### src/rtl/ctrl_pkg.sv
// ctrl_pkg: RV32I opcodes, control-word layout and per-opcode control words
package ctrl_pkg;
  localparam int CTRL_W = 11;
  localparam int B_JMP = 0;
  localparam int B_BRA = 1;
  localparam int B_MEM2REG = 2;
  localparam int B_REG_W = 3;
  localparam int B_MEM_W = 4;
  localparam int B_EXEC_B = 5;
  localparam int B_EXEC_A = 6;
  localparam logic [6:0] F_JMP = 7'b1 << B_JMP;
  localparam logic [6:0] F_BRA = 7'b1 << B_BRA;
  localparam logic [6:0] F_M2R = 7'b1 << B_MEM2REG;
  localparam logic [6:0] F_RW = 7'b1 << B_REG_W;
  localparam logic [6:0] F_MW = 7'b1 << B_MEM_W;
  localparam logic [6:0] F_B = 7'b1 << B_EXEC_B;
  localparam logic [6:0] F_A = 7'b1 << B_EXEC_A;
  localparam logic [3:0] ALU_ADD = 4'd0;
  localparam logic [3:0] ALU_RTYPE = 4'd1;
  localparam logic [3:0] ALU_ITYPE = 4'd2;
  localparam logic [3:0] ALU_BRANCH = 4'd3;
  localparam logic [3:0] ALU_PASS_B = 4'd4;
  localparam logic [3:0] ALU_SYS = 4'd5;
  typedef enum logic [6:0] {
    OP_R = 7'b0110011,
    OP_I_JUMP = 7'b1100111,
    OP_I_LOAD = 7'b0000011,
    OP_I_ARITH = 7'b0010011,
    OP_I_SYS = 7'b1110011,
    OP_I_FENCE = 7'b0001111,
    OP_S = 7'b0100011,
    OP_B = 7'b1100011,
    OP_U_LUI = 7'b0110111,
    OP_U_AUIPC = 7'b0010111,
    OP_J = 7'b1101111
  } opcode_e;
  localparam logic [CTRL_W-1:0] CW_R = {ALU_RTYPE, F_RW};
  localparam logic [CTRL_W-1:0] CW_I_JUMP = {ALU_ADD, F_B | F_RW | F_JMP};
  localparam logic [CTRL_W-1:0] CW_I_LOAD = {ALU_ADD, F_B | F_RW | F_M2R};
  localparam logic [CTRL_W-1:0] CW_I_ARITH = {ALU_ITYPE, F_B | F_RW};
  localparam logic [CTRL_W-1:0] CW_I_SYS = {ALU_SYS, F_RW};
  localparam logic [CTRL_W-1:0] CW_I_FENCE = {ALU_ADD, 7'b0};
  localparam logic [CTRL_W-1:0] CW_S = {ALU_ADD, F_B | F_MW};
  localparam logic [CTRL_W-1:0] CW_B = {ALU_BRANCH, F_BRA};
  localparam logic [CTRL_W-1:0] CW_U_LUI = {ALU_PASS_B, F_B | F_RW};
  localparam logic [CTRL_W-1:0] CW_U_AUIPC = {ALU_ADD, F_A | F_B | F_RW};
  localparam logic [CTRL_W-1:0] CW_J = {ALU_ADD, F_A | F_B | F_RW | F_JMP};
endpackage

### src/rtl/ctrl_pipe_decode.sv
// ctrl_decode: combinational opcode to control word, flags unrecognised opcodes
module ctrl_decode
  import ctrl_pkg::*;
(
  input  logic [6:0]        opcode_i,
  output logic [CTRL_W-1:0] ctrl_o,
  output logic              legal_o
);
  // table lookup; unknown opcodes give an all-zero word
  always_comb begin
    ctrl_o = '0;
    legal_o = 1'b1;
    case (opcode_i)
      OP_R: ctrl_o = CW_R;
      OP_I_JUMP: ctrl_o = CW_I_JUMP;
      OP_I_LOAD: ctrl_o = CW_I_LOAD;
      OP_I_ARITH: ctrl_o = CW_I_ARITH;
      OP_I_SYS: ctrl_o = CW_I_SYS;
      OP_I_FENCE: ctrl_o = CW_I_FENCE;
      OP_S: ctrl_o = CW_S;
      OP_B: ctrl_o = CW_B;
      OP_U_LUI: ctrl_o = CW_U_LUI;
      OP_U_AUIPC: ctrl_o = CW_U_AUIPC;
      OP_J: ctrl_o = CW_J;
      default: legal_o = 1'b0;
    endcase
  end
endmodule

### src/rtl/ctrl_pipe.sv
// ctrl_pipe: registered control-word stage chain with stall/flush; CTRL_ILLEGAL_TRAP_EN adds the illegal flag
module ctrl_pipe
  import ctrl_pkg::*;
#(
  parameter int STAGES = 3,
  parameter int FLUSH_DEPTH = 2
) (
  input  logic                     clk,
  input  logic                     rst,
  input  logic                     in_valid,
  input  logic [6:0]               opcode,
  input  logic                     stall,
  input  logic                     flush,
  output logic                     in_ready,
  output logic [STAGES*CTRL_W-1:0] ctrl_flat,
  output logic [STAGES-1:0]        valid_flat
`ifdef CTRL_ILLEGAL_TRAP_EN
  ,
  output logic                     illegal
`endif
);
  logic [CTRL_W-1:0] dec_word;
  logic dec_legal;
  logic [STAGES-1:0][CTRL_W:0] st_q;
  ctrl_decode u_dec (.opcode_i(opcode), .ctrl_o(dec_word), .legal_o(dec_legal));
  assign in_ready = !stall;
  for (genvar k = 0; k < STAGES; k++) begin : g_stage
    logic [CTRL_W:0] d, q;
    if (k == 0) begin : g_head
      // stage 0 empties on flush, holds on stall, otherwise captures the decoded input
      always_comb d = flush ? '0 : stall ? q : in_valid ? {1'b1, dec_word} : '0;
    end else begin : g_tail
      logic bubble;
      // later stages shift; flush kills the young ones, stall drops a bubble into stage 1
      always_comb begin
        bubble = flush ? (k < FLUSH_DEPTH) : (stall && k == 1);
        d = bubble ? '0 : st_q[k-1];
      end
    end
    // stage register holding {valid, word}
    always_ff @(posedge clk) begin
      if (rst) q <= '0;
      else q <= d;
    end
    assign st_q[k] = q;
    assign ctrl_flat[k*CTRL_W +: CTRL_W] = q[CTRL_W-1:0];
    assign valid_flat[k] = q[CTRL_W];
  end
`ifdef CTRL_ILLEGAL_TRAP_EN
  logic ill_d, ill_q;
  // flag follows stage 0: cleared by flush, held by stall
  always_comb ill_d = flush ? 1'b0 : stall ? ill_q : in_valid && !dec_legal;
  // illegal flag register
  always_ff @(posedge clk) begin
    if (rst) ill_q <= 1'b0;
    else ill_q <= ill_d;
  end
  assign illegal = ill_q;
`else
  logic unused_legal;
  assign unused_legal = dec_legal;
`endif
endmodule

### config.mk
export PLATFORM = sky130hd
export DESIGN_NAME = ctrl_pipe
export DESIGN_NICKNAME = d
export VERILOG_FILES = /design/src/rtl/ctrl_pkg.sv /design/src/rtl/ctrl_pipe_decode.sv /design/src/rtl/ctrl_pipe.sv
export SDC_FILE = /design/constraint.sdc
export NUM_CORES = 1
export LEC_CHECK = 0
export CORE_MARGIN = 10
export CORE_UTILIZATION = 33
export DETAILED_ROUTE_END_ITERATION = 16
export GPL_TIMING_DRIVEN = 0
export SYNTH_ARGS = -nofsm -noshare
export SYNTH_HDL_FRONTEND = slang
export SYNTH_SLANG_ARGS = --single-unit
### constraint.sdc
create_clock -name clk -period 1.4 [get_ports clk]
set_input_delay 0.28 -clock clk [delete_from_list [all_inputs] [get_ports clk]]
set_output_delay 0.28 -clock clk [all_outputs]
set_load 0.01 [all_outputs]
## Yosys cells after proc, flatten, opt, wreduce, memory -nomap -nowiden

Index checks and enable logic that the tools add are counted.

| word-level totals | value |
|---|---|
| bits in registers | 36 |
| output and inout bits | 37 |
| bits of input ports | 12 |
| logic and storage cells | 19 |

| cells by class | value |
|---|---|
| muxes and demuxes | 3 |
| reduce and logical (&&, ||, !) cells | 3 |
| equality and inequality tests | 10 |

Operators with widths:

| cell | count |
|---|---|
| $pmux 10 s10 | 1 |
| $eq 7x7->1 const B | 4 |
| $eq 7x6->1 const B | 3 |
| $eq 7x5->1 const B | 2 |
| $mux 12 | 1 |
| $eq 7x2->1 const B | 1 |
| $reduce_or 2->1 | 2 |
| $logic_not 1->1 | 1 |
| $mux 1 | 1 |

## Longest topological paths before layout

Gate-level depths: netlist of the first run.

| logic depth | value |
|---|---|
| depth in word-level cells | 3 |
| mapped depth | 5 |

## Hierarchy

From an unflattened synthesis of the first run, not the netlist that was laid out.

| unflattened totals | value |
|---|---|
| cell total of the unflattened synthesis | 146 |
| area, all modules | 1435.1 µm² |

By module, submodules not included:

| module | cells an instance | instances | area each (µm²) |
|---|---|---|---|
| ctrl_pipe | 104 | 1 | 1161.1 |
| ctrl_decode | 42 | 1 | 274.0 |

## Least setup slack after synthesis of the first run

No wires, ideal clock.

| timing | value |
|---|---|
| path kind | input -> register |
| from | input port stall |
| to | register g_stage[0].q[2] |
| arrival | 1187 ps |
| data required time | 1329 ps |
| slack | 142 ps |
| cell stages on the path | 5 |
| cells stage by stage | and4b_1 -> buf_4 -> nand2_2 -> or4_1 -> a21oi_1 |

RTL lines:

| item | line | source |
|---|---|---|
| from (decl) | ctrl_pipe.sv:12 | `input logic stall,` |
| to (signal assigned) | ctrl_pipe.sv:42 | `if (rst) q <= '0;` |
| to (signal assigned) | ctrl_pipe.sv:43 | `else q <= d;` |
| to (decl) | ctrl_pipe.sv:28 | `logic [CTRL_W:0] d, q;` |

==> results.cfg, run 1 <==
[global_route]
grt_pass1_wl_mm = 4.40
gr-total-overflow = 0
antenna_found_initial = 0
grt_pass1_vias = 917
grt_use_total_pct = 8.82
grt_max_degree = 12

[cells_and_area]
largestRegisters = g_stage.q: 33 flops
largest_reg_flops = 33
regMostFlops = g_stage.q
n_fill_cell = 365
final_cells = 217
num-nets-final = 182
antenna_cells = 0
multiInputGateArea_um2 = 458
layout-drive-gt1-share_pct = 11.7
ff_latch_area_um2 = 661
area_growth_pct = 47.5
mostFrequentLayoutCells = dlygate4sd2_1 (35), dfxtp_1 (33), nor2b_1 (13)
final_common_cell = dlygate4sd2_1

[route]
vias = 987
drt_iter0_markers = 39
drt-pass1-iter-count = 4
routed_wl_mm = 2.82
viasPerCell = 4.55
ant_nets = 0
wl_per_cell_um = 13.0
drc = 0

[sta]
timing.final.ws_setup_ns = 0.0344
period_needed_ns = 1.37
tns_ns = 0
slew_violations = 0
fmax_mhz = 732
fin_skew_ns = 0.00413
hold_viol = 0
rsz0062_at_grt = yes
period_share_pct = 97.5
finalSetupViolations = 0
hold_ws_ns = 0.242

[floorplanning]
die_height_um = 79.3
row_count = 21
core_area_mm2 = 0.00336
die-area_mm2 = 0.00629
dieWidth_um = 79.3
pin_count = 49
start_util_pct = 34.5

[critical_path]
cp.required_ns = 1.66
worst-setup-path-type = primary input to flip-flop
critPathMaxFanout = 4
end_kind = flip-flop
reg2reg_slack_ns = 0.72
worst-endpoint-arrival_ns = 1.62
startpoint_type = primary input

[yosys]
synth-async-reset-ratio_pct = 0
ys.warnings.count = 0
synth_edf_count = 0
synth_area_mm2 = 0.00116
ys_ff_latch = 33
synth.avg_cell_area_um2 = 10.0
yosysUniqueCellTypes = 32
synthCells = 116
synthFlopType = dfxtp_1
yosysSeqAreaShare_pct = 56.9

[min_path]
hold_class = primary input to flip-flop

[cts]
h-tree-depth = 2
insertion_delay_ns = 0.32
clkTransAtPathRegs_ns = 0.09
clock_sinks = 33
clockBufferDepth = 2
tritoncts = yes
hold_buffers = 0
cts_buffers = 5
clock-root-buffer = clkbuf_4

[placement]
port_buffers = 43
dp.cells = 207
dpl_worst_slack_ns = -0.617
hpwl_mm = 2.27
gp_congestion = 0.805

[pwr]
finalPower_mw = 1.55
cellPowerDensity_mw_per_mm2 = 904
ir_drop_uv = 328
cellLeakagePower_nw = 0.917

[status]
status = finished clean

[flow_run]
maxCapViolations = 0
-- layout make-up --
cell class                 count  area share, %
inverter                       2          0.438
clock buffer                   6           2.41
tap                           46           3.36
buffer                        10           3.29
multi-input combinational     72           26.7
sequential                    33           38.6
clock inverter                 2          0.584
timing repair buffer          46           24.6
-- metrics by stage --
step | area (um2) | util (%)
floorplan | 1170 | -
global placement | 1660 | 49.3
detailed placement | 1660 | 49.3
CTS | 1680 | 49.9
global route | 1710 | 50.9
finish | 1710 | 50.9
-- repair_timing --
action	4_1_cts	5_1_grt
pin swaps	2	5
endpoints found under the hold margin	0	0
setup endpoints to repair	36	5
cloned	0	0
gates resized for setup	38	10
buffers inserted	2	1
-- power breakdown --
part           switching, mW  internal, mW  total [mW]
sequential           0.00105         0.940       0.941
clock                  0.295         0.191       0.486
combinational         0.0679        0.0540       0.122
total                  0.364          1.18        1.55
-- layer usage --
layer / share of wire, % / GRT usage (%)
met5: 0 / 0
met4: 2.3 / 3.76
met3: 8.3 / 5.52
met2: 46 / 14.0
met1: 43 / 9.11
-- worst max-delay path: stages --
cell	delay [ns]
clkdlybuf4s15_1	0.23
and4b_1	0.29
buf_6	0.12
nand2_4	0.05
or4_4	0.51
a21oi_2	0.14
-- worst paths after layout --
check / from / endpoint / depth (start not counted)
worst max-delay path: stall / g_stage[0].q[4] / 6
worst min-delay path: in_valid / g_stage[0].q[11] / 3
worst max register to register: g_stage[0].q[0] / g_stage[0].q[0] / 2
worst min register to register: g_stage[1].q[7] / g_stage[2].q[7] / 1
-- synth_stat cells (2+ instances only) --
cell type	n	area [um2]
buf_4	4	30.0
nand2_1	4	15.0
nand3_1	2	10.0
and4b_1	2	20.0
clkbuf_1	6	22.5
dfxtp_1	33	661
o31ai_1	2	15.0
or4_1	2	15.0
a21oi_1	7	35.0
nor2b_1	13	81.3
a21o_1	2	15.0
inv_1	2	7.51
and3_1	11	68.8
nor2_1	7	26.3
a32oi_1	2	17.5
-- cell families (layout without fill, tap and decap cells) --
| family | after synthesis | after routing | share of synthesized area, % |
|---|---|---|---|
| AO/OA/AOI/OAI | 19 | 19 | 10.9 |
| XOR/XNOR | 1 | 1 | 0.754 |
| buffers and inverters | 13 | 66 | 5.50 |
| flip-flops | 33 | 33 | 56.9 |
| multiplexers | 1 | 1 | 0.862 |
| other | 1 | 3 | 0.323 |
| AND/OR/NAND/NOR | 48 | 48 | 24.8 |
(Power assumes the default switching activity.)
==> run 2: changes to the inputs <==
ABC_AREA = 1   (was not set)
==> run 2 against run 1 <==
Final area up 8.5%. Sequential power about the same. Worst setup slack better by 0.026 ns. Critical path depth down 2. First-iteration DRC count down 23%. Synthesized cell count up 47%. Final cell count up 25%. Clock skew up 0.00070 ns. Highest routed layer unchanged.
==> results.cfg, run 2 <==
[floorplanning]
start_util_pct = 34.5
dieWidth_um = 82.3
row_count = 22
core_area_mm2 = 0.00372
pin_count = 49
die_height_um = 82.3
die-area_mm2 = 0.00677

[route]
routed_wl_mm = 2.84
viasPerCell = 4.12
drc = 0
drt-pass1-iter-count = 4
drt_iter0_markers = 30
vias = 1121
wl_per_cell_um = 10.5
ant_nets = 0

[global_route]
grt_use_total_pct = 8.50
grt_pass1_wl_mm = 4.44
gr-total-overflow = 0
grt_pass1_vias = 984
grt_max_degree = 11
antenna_found_initial = 0

[pwr]
cellLeakagePower_nw = 0.938
cellPowerDensity_mw_per_mm2 = 947
ir_drop_uv = 314
finalPower_mw = 1.76

[yosys]
synth_xor_area_share_pct = 0
synth-adder-area-share_pct = 0
synth_area_mm2 = 0.00128
synth_compound_area_share_pct = 6.15
ys_ff_latch = 33
ys.warnings.count = 0
synth_common_cells = dfxtp_1 (33), nand2_1 (29), nor2_1 (29)
muxShareOfSynthArea_pct = 0
synth.most_common_cell = dfxtp_1
synth-simple-area-share_pct = 27.2
synth_edf_count = 0
synth-async-reset-ratio_pct = 0
synth_top_family_by_area = simple AND/OR/NAND/NOR gates
synth.avg_cell_area_um2 = 7.49
synth.area.top_cells = dfxtp_1 (52%), nand2_1 (8.5%), nor2_1 (8.5%)
yosysSeqAreaShare_pct = 51.6
yosysUniqueCellTypes = 20
synthFlopType = dfxtp_1
yosysTopAreaCellShare_pct = 51.6
synth_top_cell_by_area = dfxtp_1
synthCells = 171

[cells_and_area]
regMostFlops = g_stage.q
fin_area_mm2 = 0.00186
final_common_cell = dfxtp_1
antenna_cells = 0
layout-drive-gt1-share_pct = 13.4
largest_reg_flops = 33
mostFrequentLayoutCells = dfxtp_1 (33), dlygate4sd2_1 (30), nor2_1 (29), nand2_1 (29), inv_1 (28)
largestRegisters = g_stage.q: 33 flops
num-nets-final = 236
area_growth_pct = 45.0

[critical_path]
r2r_end = g_stage[0].q[11]
end_kind = output port
slowest_delay_ns = 0.29
r2r_cells = 2
cp.required_ns = 1.12
path_delay_family = buffers and inverters
crit_chain = dlygate4sd2_1 > inv_2 > buf_4 > dlygate4sd2_1
cp_num_buf_inv = 4
crit_slowest_cell = dlygate4sd2_1
crit_top_cell = dlygate4sd2_1
critPathMaxFanout = 10
reg2reg_slack_ns = 0.76
crit_cells = 4
worst-setup-path-type = primary input to output port
cp-startpoint = stall
r2r_start = g_stage[0].q[11]
worst-endpoint-arrival_ns = 1.06
startpoint_type = primary input
endpoint = in_ready

[cts]
clockBufferDepth = 2
tritoncts = yes
clock-root-buffer = clkbuf_8
clock_sinks = 33
insertion_delay_ns = 0.28
hold_buffers = 0
h-tree-depth = 2
clkTransAtPathRegs_ns = 0.06
cts_buffers = 5

[placement]
place_area_mm2 = 0.00178
hpwl_mm = 2.25
dpl_worst_slack_ns = -0.424
port_buffers = 43
gp_congestion = 0.885

[sta]
period_share_pct = 95.7
finalSetupViolations = 0
rsz0062_at_grt = no
timing.final.ws_setup_ns = 0.0604
fmax_mhz = 746
tns_ns = 0
hold_viol = 0
slew_violations = 0
fin_skew_ns = 0.00483
period_needed_ns = 1.34

[status]
status = finished clean

[flow_run]
maxCapViolations = 0

[min_path]
hold_class = primary input to flip-flop
## run 2: cell types whose count changed in the layout (fill, tap and decap cells not counted), sizes merged, moves of 4 or more
cell / previous run / this run
nand2: 5 / 32
nor2: 8 / 32
and3: 11 / 0
inv: 2 / 34
nor2b: 13 / 0
dlygate4sd2: 35 / 30
a21oi: 7 / 13
clkdlybuf4s50: 2 / 6
nand3: 2 / 11
## run 2: how the worst min path moves through the flow
stage | startpoint | end | slack, ns | depth (start not counted)
after floorplan | rst | g_stage[2].q[11] | 0.35 | 1
final | opcode[5] | g_stage[0].q[2] | 0.32 | 4
after global placement | g_stage[1].q[1] | g_stage[2].q[1] | 0.41 | 2
after CTS | opcode[5] | g_stage[0].q[2] | 0.31 | 4
after global routing | opcode[5] | g_stage[0].q[2] | 0.32 | 4
after detailed placement | g_stage[1].q[9] | g_stage[2].q[9] | 0.41 | 2
## run 2: cell type report
type                            count  area (um2)
Tap cell                           48        60.1
Multi-Input combinational cell     96         444
Buffer                             10        61.3
Timing Repair Buffer               44         418
Sequential cell                    33         661
Fill cell                         396        1860
Clock buffer                        7        86.3
Inverter                           34         128
## run 2: cells by family after synthesis
family / after synthesis
DFF: 33
and+or+nand+nor: 79
AOI/OAI and AO/OA: 14
other: 1
buffers and inverters: 44
## run 2: report_power, final
group          total, mW  switching (mW)  internal [mW]
sequential         0.942         0.00118          0.941
clock              0.690           0.301          0.389
combinational      0.128          0.0758         0.0524
total               1.76           0.378           1.38
## run 2: metrics by stage
stage               std cells  util (%)  hold WS (ns)
floorplan                 173         -         0.352
global placement          264      47.9         0.406
detailed placement        264      47.9         0.408
CTS                       271      49.2         0.315
global route              272      50.0         0.321
finish                    272      50.0         0.325
## run 2: repair_timing
item / CTS / global route
hold endpoints to repair: 0 / 0
setup endpoints to repair: 29 / 8
gates resized for setup: 30 / 8
buffers inserted: 0 / 1
## run 2: routing by layer
| metal | wire length [um] | share of wire, % | global-route usage (%) | vias to the layer above |
|---|---|---|---|---|
| met5 | 0 | 0 | 0 | - |
| li1 | - | - | - | 612 |
| met2 | 1240 | 43 | 13.8 | 39 |
| met4 | 72 | 2.5 | 6.12 | 0 |
| met1 | 1180 | 41 | 8.88 | 466 |
| met3 | 357 | 13 | 3.24 | 4 |
## run 2: worst min-delay path, stage by stage
cell	delay, ns
buf_6	0.10
nor4_1	0.06
nand3_1	0.06
a21oi_1	0.05
==> run 3: changes to the inputs <==
CORE_ASPECT_RATIO = 1.25   (was not set)
CTS_BUF_LIST = sky130_fd_sc_hd__clkbuf_16   (was not set)
==> run 3 against run 2 <==
Final cell count decreased by 3.3%. Hold slack improved by 0.023 ns. Via count decreased by 2.0%. Routed wire length decreased by 1.5%. Die area increased by 0.23%. Final area increased by 2.4%. Combinational power about the same. Total power increased by 16%. Non-clock buffer count decreased by 1. Global-route usage increased by 0.12 points. Sequential share of layout area decreased by 0.82 points. Critical path type is now flip-flop to output port.
==> results.cfg, run 3 (synthesized netlist as in run 2, its figures left out) <==
[critical_path]
r2r_start = g_stage[0].q[2]
critPathMaxFanout = 1
r2r_cells = 2
worst-setup-path-type = flip-flop to output port
crit_slowest_cell = clkdlybuf4s50_1
crit_chain = clkdlybuf4s50_1
path_delay_family = buffers and inverters
end_kind = output port
worst-endpoint-arrival_ns = 1.09
endpoint = valid_flat[2]
cp_num_buf_inv = 1
cp-startpoint = g_stage[2].q[11]
crit_cells = 1
reg2reg_slack_ns = 0.74
r2r_end = g_stage[0].q[2]
startpoint_type = flip-flop
cp.required_ns = 1.12
slowest_delay_ns = 0.53

[sta]
fmax_mhz = 729
slew_violations = 0
hold_ws_ns = 0.348
period_share_pct = 98.0
fin_skew_ns = 0.00417
hold_viol = 0
period_needed_ns = 1.37
rsz0062_at_grt = yes
finalSetupViolations = 0
timing.final.ws_setup_ns = 0.0284

[floorplanning]
core_area_mm2 = 0.00375
row_count = 25
pin_count = 49
start_util_pct = 34.1
die_height_um = 89.7
dieWidth_um = 75.7
die-area_mm2 = 0.00679

[global_route]
gr-total-overflow = 0
grt_pass1_wl_mm = 4.45
grt_pass1_vias = 1033
antenna_found_initial = 0
grt_max_degree = 11
grt_use_total_pct = 8.61

[route]
drc = 0
ant_nets = 0
drt-pass1-iter-count = 3
vias = 1099
viasPerCell = 4.18
routed_wl_mm = 2.80
wl_per_cell_um = 10.7
drt_iter0_markers = 41

[cts]
tritoncts = yes
cts_buffers = 5
h-tree-depth = 2
post_cts_buffers = 0
clockBufferDepth = 2
clock_sinks = 33
insertion_delay_ns = 0.27
clock-root-buffer = clkbuf_16
clkTransAtPathRegs_ns = 0.05

[placement]
gp_congestion = 0.832
port_buffers = 43
dpl_worst_slack_ns = -0.414
hpwl_mm = 2.27

[cells_and_area]
largestRegisters = g_stage.q: 33 flops
area_growth_pct = 48.4
layout-drive-gt1-share_pct = 12.6
antenna_cells = 0
utilization_pct = 50.7
largest_reg_flops = 33
mostFrequentLayoutCells = dfxtp_1 (33), inv_1 (29), nor2_1 (29), nand2_1 (29), dlygate4sd2_1 (24)
num-nets-final = 235
regMostFlops = g_stage.q
final_common_cell = dfxtp_1

[min_path]
hold_class = primary input to flip-flop

[pwr]
finalPower_mw = 2.04
cellLeakagePower_nw = 0.994
cellPowerDensity_mw_per_mm2 = 1070
ir_drop_uv = 454

[flow_run]
maxCapViolations = 0

[status]
status = finished clean
[run 3: cell count changes in the layout (fill, tap and decap cells not counted), sizes merged]
cell           change
buf                -1
clkbuf             -2
clkdlybuf4s50      +3
clkinv             +1
dlygate4sd2        -6
dlymetal6s2s       +3
inv                +1
[run 3: cell type report]
type                            instances  area, um2
Clock inverter                          2       7.51
Fill cell                             371       1850
Tap cell                               40       50.0
Inverter                               34        128
Clock buffer                            5        125
Timing Repair Buffer                   43        425
Sequential cell                        33        661
Buffer                                 10       61.3
Multi-Input combinational cell         96        444
[run 3: worst min path at each step]
stage,startpoint,endpoint,slack (ns),cells past startpoint
6_report,in_valid,g_stage[0].q[5],0.35,3
5_1_grt,in_valid,g_stage[0].q[5],0.36,3
4_1_cts,in_valid,g_stage[0].q[5],0.35,3
3_5_place_dp,g_stage[1].q[8],g_stage[2].q[8],0.41,2
3_3_place_gp,g_stage[1].q[7],g_stage[2].q[7],0.41,2
2_1_floorplan,rst,g_stage[2].q[11],0.35,1
[run 3: timing repair]
action	in CTS	in global routing
hold buffers	0	0
gates resized for setup	24	11
endpoints found under the setup margin	23	14
[run 3: per-layer routing]
metal	vias to the layer above	wire, um	global-route usage (%)
li1	608	-	-
met1	448	1140	8.27
met2	38	1280	14.4
met3	5	301	4.07
met4	0	76	5.58
met5	-	0	0
[run 3: stage by stage]
| step | TNS (ns) | area, um2 | std cells |
|---|---|---|---|
| 2_1_floorplan | 0 | 1290 | 173 |
| 3_3_place_gp | -2.77 | 1770 | 256 |
| 4_1_cts | 0 | 1870 | 263 |
| 6_report | 0 | 1900 | 263 |
| 3_5_place_dp | -2.96 | 1770 | 256 |
| 5_1_grt | -0.00271 | 1900 | 263 |
[run 3: power breakdown]
part           internal (mW)  switching, mW
Sequential             0.943        0.00120
Clock                  0.632          0.333
Combinational         0.0511         0.0746
Total                   1.63          0.409
